===== src/rtl/mm_wb_buffer.sv =====
`default_nettype none
// ============================================================================
//  Module   : mm_wb_buffer
//  Purpose  : Result write-back buffer for the matrix unit. Captures up to 16
//             result rows of 16 bytes from the MXU and packs them into masked
//             128-bit RAM line writes starting at an arbitrary byte address.
//             Unaligned tiles straddle line boundaries: each line combines the
//             head of row k with the tail of row k-1.
//  Ports    :
//    clk, rst                    clock, synchronous active-high reset
//    lsu_mm_wb_ctrl_*            tile descriptor (row_len, col_len,
//                                start_addr) with vld/rdy handshake
//    mxu_mm_wb_res_vld/data      one result row per cycle, no backpressure
//    lsu_mm_wb_ram_write_*       line write request (vld/gnt, addr, data,
//                                byte mask) to the shared RAM port
//    lsu_mm_wb_done              one-cycle pulse when the tile is written
//  Revision : 1.0  initial release
// ============================================================================
module mm_wb_buffer (
  input  logic         clk,
  input  logic         rst,
  input  logic         lsu_mm_wb_ctrl_vld,
  output logic         lsu_mm_wb_ctrl_rdy,
  input  logic [3:0]   lsu_mm_wb_ctrl_row_len,
  input  logic [3:0]   lsu_mm_wb_ctrl_col_len,
  input  logic [11:0]  lsu_mm_wb_ctrl_start_addr,
  input  logic         mxu_mm_wb_res_vld,
  input  logic [127:0] mxu_mm_wb_res_data,
  output logic         lsu_mm_wb_ram_write_vld,
  input  logic         lsu_mm_wb_ram_write_gnt,
  output logic [7:0]   lsu_mm_wb_ram_write_addr,
  output logic [127:0] lsu_mm_wb_ram_write_data,
  output logic [15:0]  lsu_mm_wb_ram_write_mask,
  output logic         lsu_mm_wb_done
);

  typedef enum logic [1:0] {
    ST_IDLE = 2'd0,
    ST_BUSY = 2'd1,
    ST_DONE = 2'd2
  } state_e;

  state_e         state_q, state_d;
  logic [3:0]     row_len_q, row_len_d;
  logic [3:0]     col_len_q, col_len_d;
  logic [11:0]    start_q, start_d;
  logic [4:0]     rcv_q, rcv_d;      // rows captured so far
  logic [4:0]     lin_q, lin_d;      // index of the line currently offered
  logic           rdy_q, rdy_d;
  logic           vld_q, vld_d;
  logic           done_q, done_d;
  logic [7:0]     addr_q, addr_d;
  logic [127:0]   data_q, data_d;
  logic [15:0]    mask_q, mask_d;

  logic [127:0]   store_q [16];

  // Byte mask of line k. The column span of a row, shifted by the start
  // offset, covers 32 byte positions: the low half lands in line k (head
  // of row k), the high half spills into line k+1 (tail of row k).
  function automatic logic [15:0] line_mask(input logic [4:0] k,
                                            input logic [4:0] rows,
                                            input logic [3:0] off,
                                            input logic [3:0] col);
    logic [31:0] span;
    logic [15:0] head;
    logic [15:0] tail;
    span = {16'h0000, 16'hFFFF >> (4'd15 - col)} << off;
    head = (k < rows)  ? span[15:0]  : 16'h0000;
    tail = (k != 5'd0) ? span[31:16] : 16'h0000;
    return head | tail;
  endfunction

  // Current-line view, used to decide advancement this cycle
  logic [4:0] rows_q;
  logic [3:0] off_q;
  logic [4:0] nl_q;
  logic       row_acc;
  logic       cur_ready;
  logic       adv;

  // Next-line view, used to compute the registered outputs
  logic [4:0]   rows_n;
  logic [3:0]   off_n;
  logic         ready_n;
  logic         busy_n;
  logic [15:0]  mask_n;
  logic [127:0] row_h;
  logic [127:0] row_t;
  logic [255:0] head_sh;
  logic [255:0] tail_sh;
  logic [127:0] line_n;

  always_comb begin
    rows_q    = {1'b0, row_len_q} + 5'd1;
    off_q     = start_q[3:0];
    nl_q      = rows_q + {4'd0, (off_q != 4'd0)};
    row_acc   = (state_q == ST_BUSY) && mxu_mm_wb_res_vld &&
                (rcv_q <= {1'b0, row_len_q});
    // The final tail-only line needs no new row: its source row was
    // captured before the preceding line could be granted.
    cur_ready = (rcv_q > lin_q) || ((lin_q == rows_q) && (off_q != 4'd0));
    // A ready line with an empty mask is dropped without a request.
    adv       = (vld_q && lsu_mm_wb_ram_write_gnt) ||
                (cur_ready && (mask_q == 16'h0000));

    state_d   = state_q;
    row_len_d = row_len_q;
    col_len_d = col_len_q;
    start_d   = start_q;
    rcv_d     = rcv_q;
    lin_d     = lin_q;

    case (state_q)
      ST_IDLE: begin
        if (lsu_mm_wb_ctrl_vld) begin
          row_len_d = lsu_mm_wb_ctrl_row_len;
          col_len_d = lsu_mm_wb_ctrl_col_len;
          start_d   = lsu_mm_wb_ctrl_start_addr;
          rcv_d     = 5'd0;
          lin_d     = 5'd0;
          state_d   = ST_BUSY;
        end
      end
      ST_BUSY: begin
        rcv_d = rcv_q + {4'd0, row_acc};
        if (adv) begin
          lin_d = lin_q + 5'd1;
          if (lin_q == nl_q - 5'd1) begin
            state_d = ST_DONE;
          end
        end
      end
      ST_DONE: begin
        state_d = ST_IDLE;
      end
      default: begin
        state_d = ST_IDLE;
      end
    endcase

    // Outputs are registered, so they are built from the next-state view.
    // A row being captured this very cycle is forwarded from the input so
    // its line can be offered on the following cycle.
    rows_n  = {1'b0, row_len_d} + 5'd1;
    off_n   = start_d[3:0];
    busy_n  = (state_d == ST_BUSY);
    ready_n = (rcv_d > lin_d) || ((lin_d == rows_n) && (off_n != 4'd0));
    mask_n  = line_mask(lin_d, rows_n, off_n, col_len_d);

    row_h = (row_acc && (rcv_q == lin_d)) ?
            mxu_mm_wb_res_data : store_q[lin_d[3:0]];
    row_t = (row_acc && (rcv_q == lin_d - 5'd1)) ?
            mxu_mm_wb_res_data : store_q[lin_d[3:0] - 4'd1];

    // Head bytes shift up by the offset within line k; tail bytes are
    // what shifts out of the top of row k-1.
    head_sh = {128'h0, row_h} << {off_n, 3'b000};
    tail_sh = {128'h0, row_t} << {off_n, 3'b000};
    line_n  = head_sh[127:0] | tail_sh[255:128];

    vld_d  = busy_n && ready_n && (mask_n != 16'h0000);
    mask_d = busy_n ? mask_n : 16'h0000;
    addr_d = busy_n ? (start_d[11:4] + {3'b000, lin_d}) : 8'h00;
    data_d = 128'h0;
    for (int i = 0; i < 16; i++) begin
      data_d[i*8 +: 8] = (busy_n && mask_n[i]) ? line_n[i*8 +: 8] : 8'h00;
    end
    rdy_d  = (state_d == ST_IDLE);
    done_d = (state_d == ST_DONE);
  end

  always_ff @(posedge clk) begin
    if (rst) begin
      state_q   <= ST_IDLE;
      row_len_q <= 4'd0;
      col_len_q <= 4'd0;
      start_q   <= 12'h000;
      rcv_q     <= 5'd0;
      lin_q     <= 5'd0;
      rdy_q     <= 1'b1;
      vld_q     <= 1'b0;
      done_q    <= 1'b0;
      addr_q    <= 8'h00;
      data_q    <= 128'h0;
      mask_q    <= 16'h0000;
    end else begin
      state_q   <= state_d;
      row_len_q <= row_len_d;
      col_len_q <= col_len_d;
      start_q   <= start_d;
      rcv_q     <= rcv_d;
      lin_q     <= lin_d;
      rdy_q     <= rdy_d;
      vld_q     <= vld_d;
      done_q    <= done_d;
      addr_q    <= addr_d;
      data_q    <= data_d;
      mask_q    <= mask_d;
    end
  end

  // Row storage carries no reset; the row counter defines which entries
  // are meaningful.
  always_ff @(posedge clk) begin
    if (!rst && row_acc) begin
      store_q[rcv_q[3:0]] <= mxu_mm_wb_res_data;
    end
  end

  assign lsu_mm_wb_ctrl_rdy       = rdy_q;
  assign lsu_mm_wb_ram_write_vld  = vld_q;
  assign lsu_mm_wb_ram_write_addr = addr_q;
  assign lsu_mm_wb_ram_write_data = data_q;
  assign lsu_mm_wb_ram_write_mask = mask_q;
  assign lsu_mm_wb_done           = done_q;

endmodule
`default_nettype wire


===== config.mk =====
export PLATFORM = sky130hd
export DESIGN_NAME = mm_wb_buffer
export DESIGN_NICKNAME = d
export VERILOG_FILES = /design/src/rtl/mm_wb_buffer.sv
export SDC_FILE = /design/constraint.sdc
export NUM_CORES = 2
export LEC_CHECK = 0
export ABC_AREA = 0
export ABC_CLOCK_PERIOD_IN_PS = 19500
export CAP_MARGIN = 5
export CORE_UTILIZATION = 40
export DETAILED_ROUTE_END_ITERATION = 8
export DONT_BUFFER_PORTS = 1
export PLACE_DENSITY_LB_ADDON = 0.08
export RECOVER_POWER = 50
export REMOVE_ABC_BUFFERS = 1
export SYNTH_ARGS = -nofsm -noshare
export SYNTH_HDL_FRONTEND = slang
export SYNTH_SLANG_ARGS = --single-unit

===== constraint.sdc =====
create_clock -name clk -period 19.5 [get_ports clk]
set_input_delay 4.875 -clock clk [delete_from_list [all_inputs] [get_ports clk]]
set_output_delay 4.875 -clock clk [all_outputs]
set_load 0.1 [all_outputs]

==> flow_metrics.env <==
export IMPL_violations="max-capacitance violations, max-slew violations"
export IMPL_start_kind="input port"
export IMPL_cts_resized_gates=0
export IMPL_synth_most_common_cell="edfxtp_1"
export IMPL_timing_rr_end="lsu_mm_wb_ram_write_data[93]$_SDFF_PP0_"
export IMPL_cts_root_buf="clkbuf_16"
export IMPL_synth_area_per_cell_um2=15.1
export IMPL_hpwlAfterDp_mm=261
export IMPL_ys_types=90
export IMPL_path_cells="nor3b_1 -> clkbuf_1 -> mux2i_4 -> clkbuf_1 -> nand2_1 -> buf_4 -> a21oi_1 -> a2111oi_0 -> a21o_1 -> nand2_1 -> inv_1 -> nand2_1 -> o22ai_1"
export IMPL_crit_fanout=41
export IMPL_rr_startpoint="state_q[0]$_SDFF_PP0_"
export IMPL_path_class="in2reg"
export IMPL_ios=308
export IMPL_status="finished, violations left"
export IMPL_globalRoute_totalOverflow=0
export IMPL_cts_sinks=2235
export IMPL_drt_iter0_drc=10500
export IMPL_worst_pin_slew_ns=3.41
export IMPL_ys_top_cells_by_area="edfxtp_1 56%, mux4_2 20%, dfxtp_1 3.4%"
export IMPL_wl_per_cell_um=39.4
export IMPL_slew_headroom_pct=-127
export IMPL_syn_instance_count=7318
export IMPL_synth_area_leader_cell="edfxtp_1"
export IMPL_first_pass_iters=7
export IMPL_syn2layout_area_growth_pct=11.7
export IMPL_routed_wl_mm=438
export IMPL_grt_pass1_wl_mm=603
export IMPL_synth_seq_area_share_pct=59.1
export IMPL_required_ns=20.12
export IMPL_initial_core_util_pct=40.3
export IMPL_gp_congestion=0.968
export IMPL_cts_max_level=5
export IMPL_synth_top_area_share_pct=55.7
export IMPL_clock_path_buffers=4
export IMPL_hold_path_class="reg2reg"
export IMPL_die_area_um2=278000
export IMPL_stdcell_count=11100
export IMPL_hold_viol_final=0
export IMPL_p_leak_nw=40.1
export IMPL_hold_buffers=0
export IMPL_num_nets_final=7391
export IMPL_ir_drop_mv=0.0624
export IMPL_slowest_delay_ns=1.95
export IMPL_synth_edf_count=2048
export IMPL_rsz0062_at_grt="false"
export IMPL_ys_flop_type="edfxtp_1"
export IMPL_cp_common_cell="nand2_1"
export IMPL_die_w_um=527
export IMPL_io_buffers=0
export IMPL_slowest_stage="clkbuf_1"
export IMPL_async_reset_ff_share_pct=0
export IMPL_max_freq_mhz=74.5
export IMPL_period_needed_ns=13.42
export IMPL_finalPower_mw=12.7
export IMPL_synthTopCellsByCount="2048 x edfxtp_1, 957 x mux4_2, 895 x nand2_1"
export IMPL_cp_data_arrival_time_ns=14.04
export IMPL_final_setup_tns_ns=0
export IMPL_num_rows=192
export IMPL_startpoint="lsu_mm_wb_ctrl_vld"
export IMPL_ys_warn_count=0
export IMPL_cts_buffers_inserted=266
export IMPL_grt_pass1_vias=73500
export IMPL_setup_viol=0
export IMPL_fillers=24000
export IMPL_drcViolationCount=0
export IMPL_timing_max_cap_violations=11
export IMPL_critPathCapture="lsu_mm_wb_ram_write_data[93]$_SDFF_PP0_"
export IMPL_dp_worst_setup_slack_ns=7.27
export IMPL_antenna_found_initial=19
export IMPL_drv_slew=308
export IMPL_via_per_inst=6.75
export IMPL_clk_latency_ns=0.90
export IMPL_reg2reg_depth=13
export IMPL_route_vias_total=75000
export IMPL_drtAntennaViolNets=0
export IMPL_ys_ff_latch=2235
export IMPL_core_um2=274000
export IMPL_reg2reg_slack_ns=9.66
export IMPL_fin_ws_ns=6.08
export IMPL_syn_area_um2=110000
export IMPL_powerDensity_nw_per_um2=103
export IMPL_groute_usage_overall_pct=31.0
export IMPL_endpoint_kind="register"
export IMPL_cts_tree="built"
export IMPL_cts_reportedPaths_clkPinSlew_ns=0.05
export IMPL_grt_max_degree=122
export IMPL_drive_gt1_share_pct=22.3
export IMPL_dpl_cell_count=10600
export IMPL_skew_ns=0.0421
export IMPL_chipHeight_um=527
export IMPL_postCtsSetupBuffers=0
export IMPL_fin_crit_sh_pct=68.8
[layout by cell type, fill, tap and decap left out, types with 68 or more instances in the layout]
master | netlist | layout
edfxtp_1 | 2048 | 2048
nand3_1 | 191 | 191
a22oi_1 | 342 | 342
o21ai_0 | 175 | 175
mux2i_1 | 298 | 293
o22ai_1 | 70 | 70
nor2_1 | 256 | 242
and3_1 | 93 | 93
clkbuf_16 | 0 | 269
nand2_1 | 895 | 890
buf_4 | 43 | 181
a21oi_1 | 429 | 427
dfxtp_1 | 187 | 187
mux4_2 | 957 | 957
clkbuf_1 | 334 | 77
nor3_1 | 74 | 68
[kinds of logic after synthesis]
family	count (synthesis)	synth area share (%)
DFF	2235	59.1
and+or+nand+nor	1626	6.36
AOI/OAI and AO/OA	1452	8.68
muxes	1299	22.7
buffers and inverters	645	2.52
adders and majority gates	34	0.390
xor gates and xnor gates	27	0.239
[how the worst min path moves through the flow]
stage	slack, ns	end	startpoint	cells after the start
after global placement	0.50	start_q[11]$_SDFF_PP0_	start_q[11]$_SDFF_PP0_	2
after detailed placement	0.50	start_q[11]$_SDFF_PP0_	start_q[11]$_SDFF_PP0_	2
final	0.51	start_q[11]$_SDFF_PP0_	start_q[11]$_SDFF_PP0_	2
after global routing	0.56	start_q[11]$_SDFF_PP0_	start_q[11]$_SDFF_PP0_	2
after floorplan	0.47	start_q[11]$_SDFF_PP0_	start_q[11]$_SDFF_PP0_	2
after CTS	0.52	start_q[11]$_SDFF_PP0_	start_q[11]$_SDFF_PP0_	2
[report_power, final]
group / leakage (nW) / internal [mW] / switching [mW] / total (mW)
sequential: 19.9 / 5.26 / 0.199 / 5.46
clock: 4.20 / 2.92 / 2.09 / 5.01
combinational: 16.0 / 0.818 / 1.45 / 2.26
[sequential cells by signal, indices dropped and copies added (netlist names), 2 cells and up]
signal	count
rcv_q	5
lsu_mm_wb_ram_write_data	128
row_len_q	4
store_q	2048
lin_q	5
lsu_mm_wb_ram_write_mask	16
col_len_q	4
lsu_mm_wb_ram_write_addr	8
start_q	12
state_q	2
[stage by stage]
stage	hold WS [ns]	area (um^2)	util, %
floorplan	0.473	108000	-
global placement	0.504	115000	41.8
detailed placement	0.503	115000	41.8
CTS	0.516	123000	45.0
global route	0.560	123000	45.0
finish	0.511	123000	45.0
[worst max-delay path, delay by kind of cell]
kind | cells | cell delay, ns
mux | 1 | 0.43
buf+inv | 4 | 4.79
compound gates | 4 | 0.99
simple gates | 4 | 2.85
[area by class of cell]
type                            instances  area (um^2)  share of cell area (%)
Clock buffer                          343         7110                    5.77
Antenna cell                            8         20.0                  0.0162
Inverter                               48          195                   0.158
Tap cell                             3686         4610                    3.74
Timing Repair Buffer                  216         1850                    1.50
Clock inverter                        137         1540                    1.25
Multi-Input combinational cell       4438        42700                    34.6
Sequential cell                      2235        65200                    52.9
[routing by layer]
layer,up-vias,global-route usage (%),routed length (um)
met5,-,0,38
met4,6,15.3,24100
li1,29700,-,-
met1,40000,41.9,172000
met2,4439,47.4,198000
met3,845,6.57,43100
No activity file was read; power rests on OpenSTA's default activity.
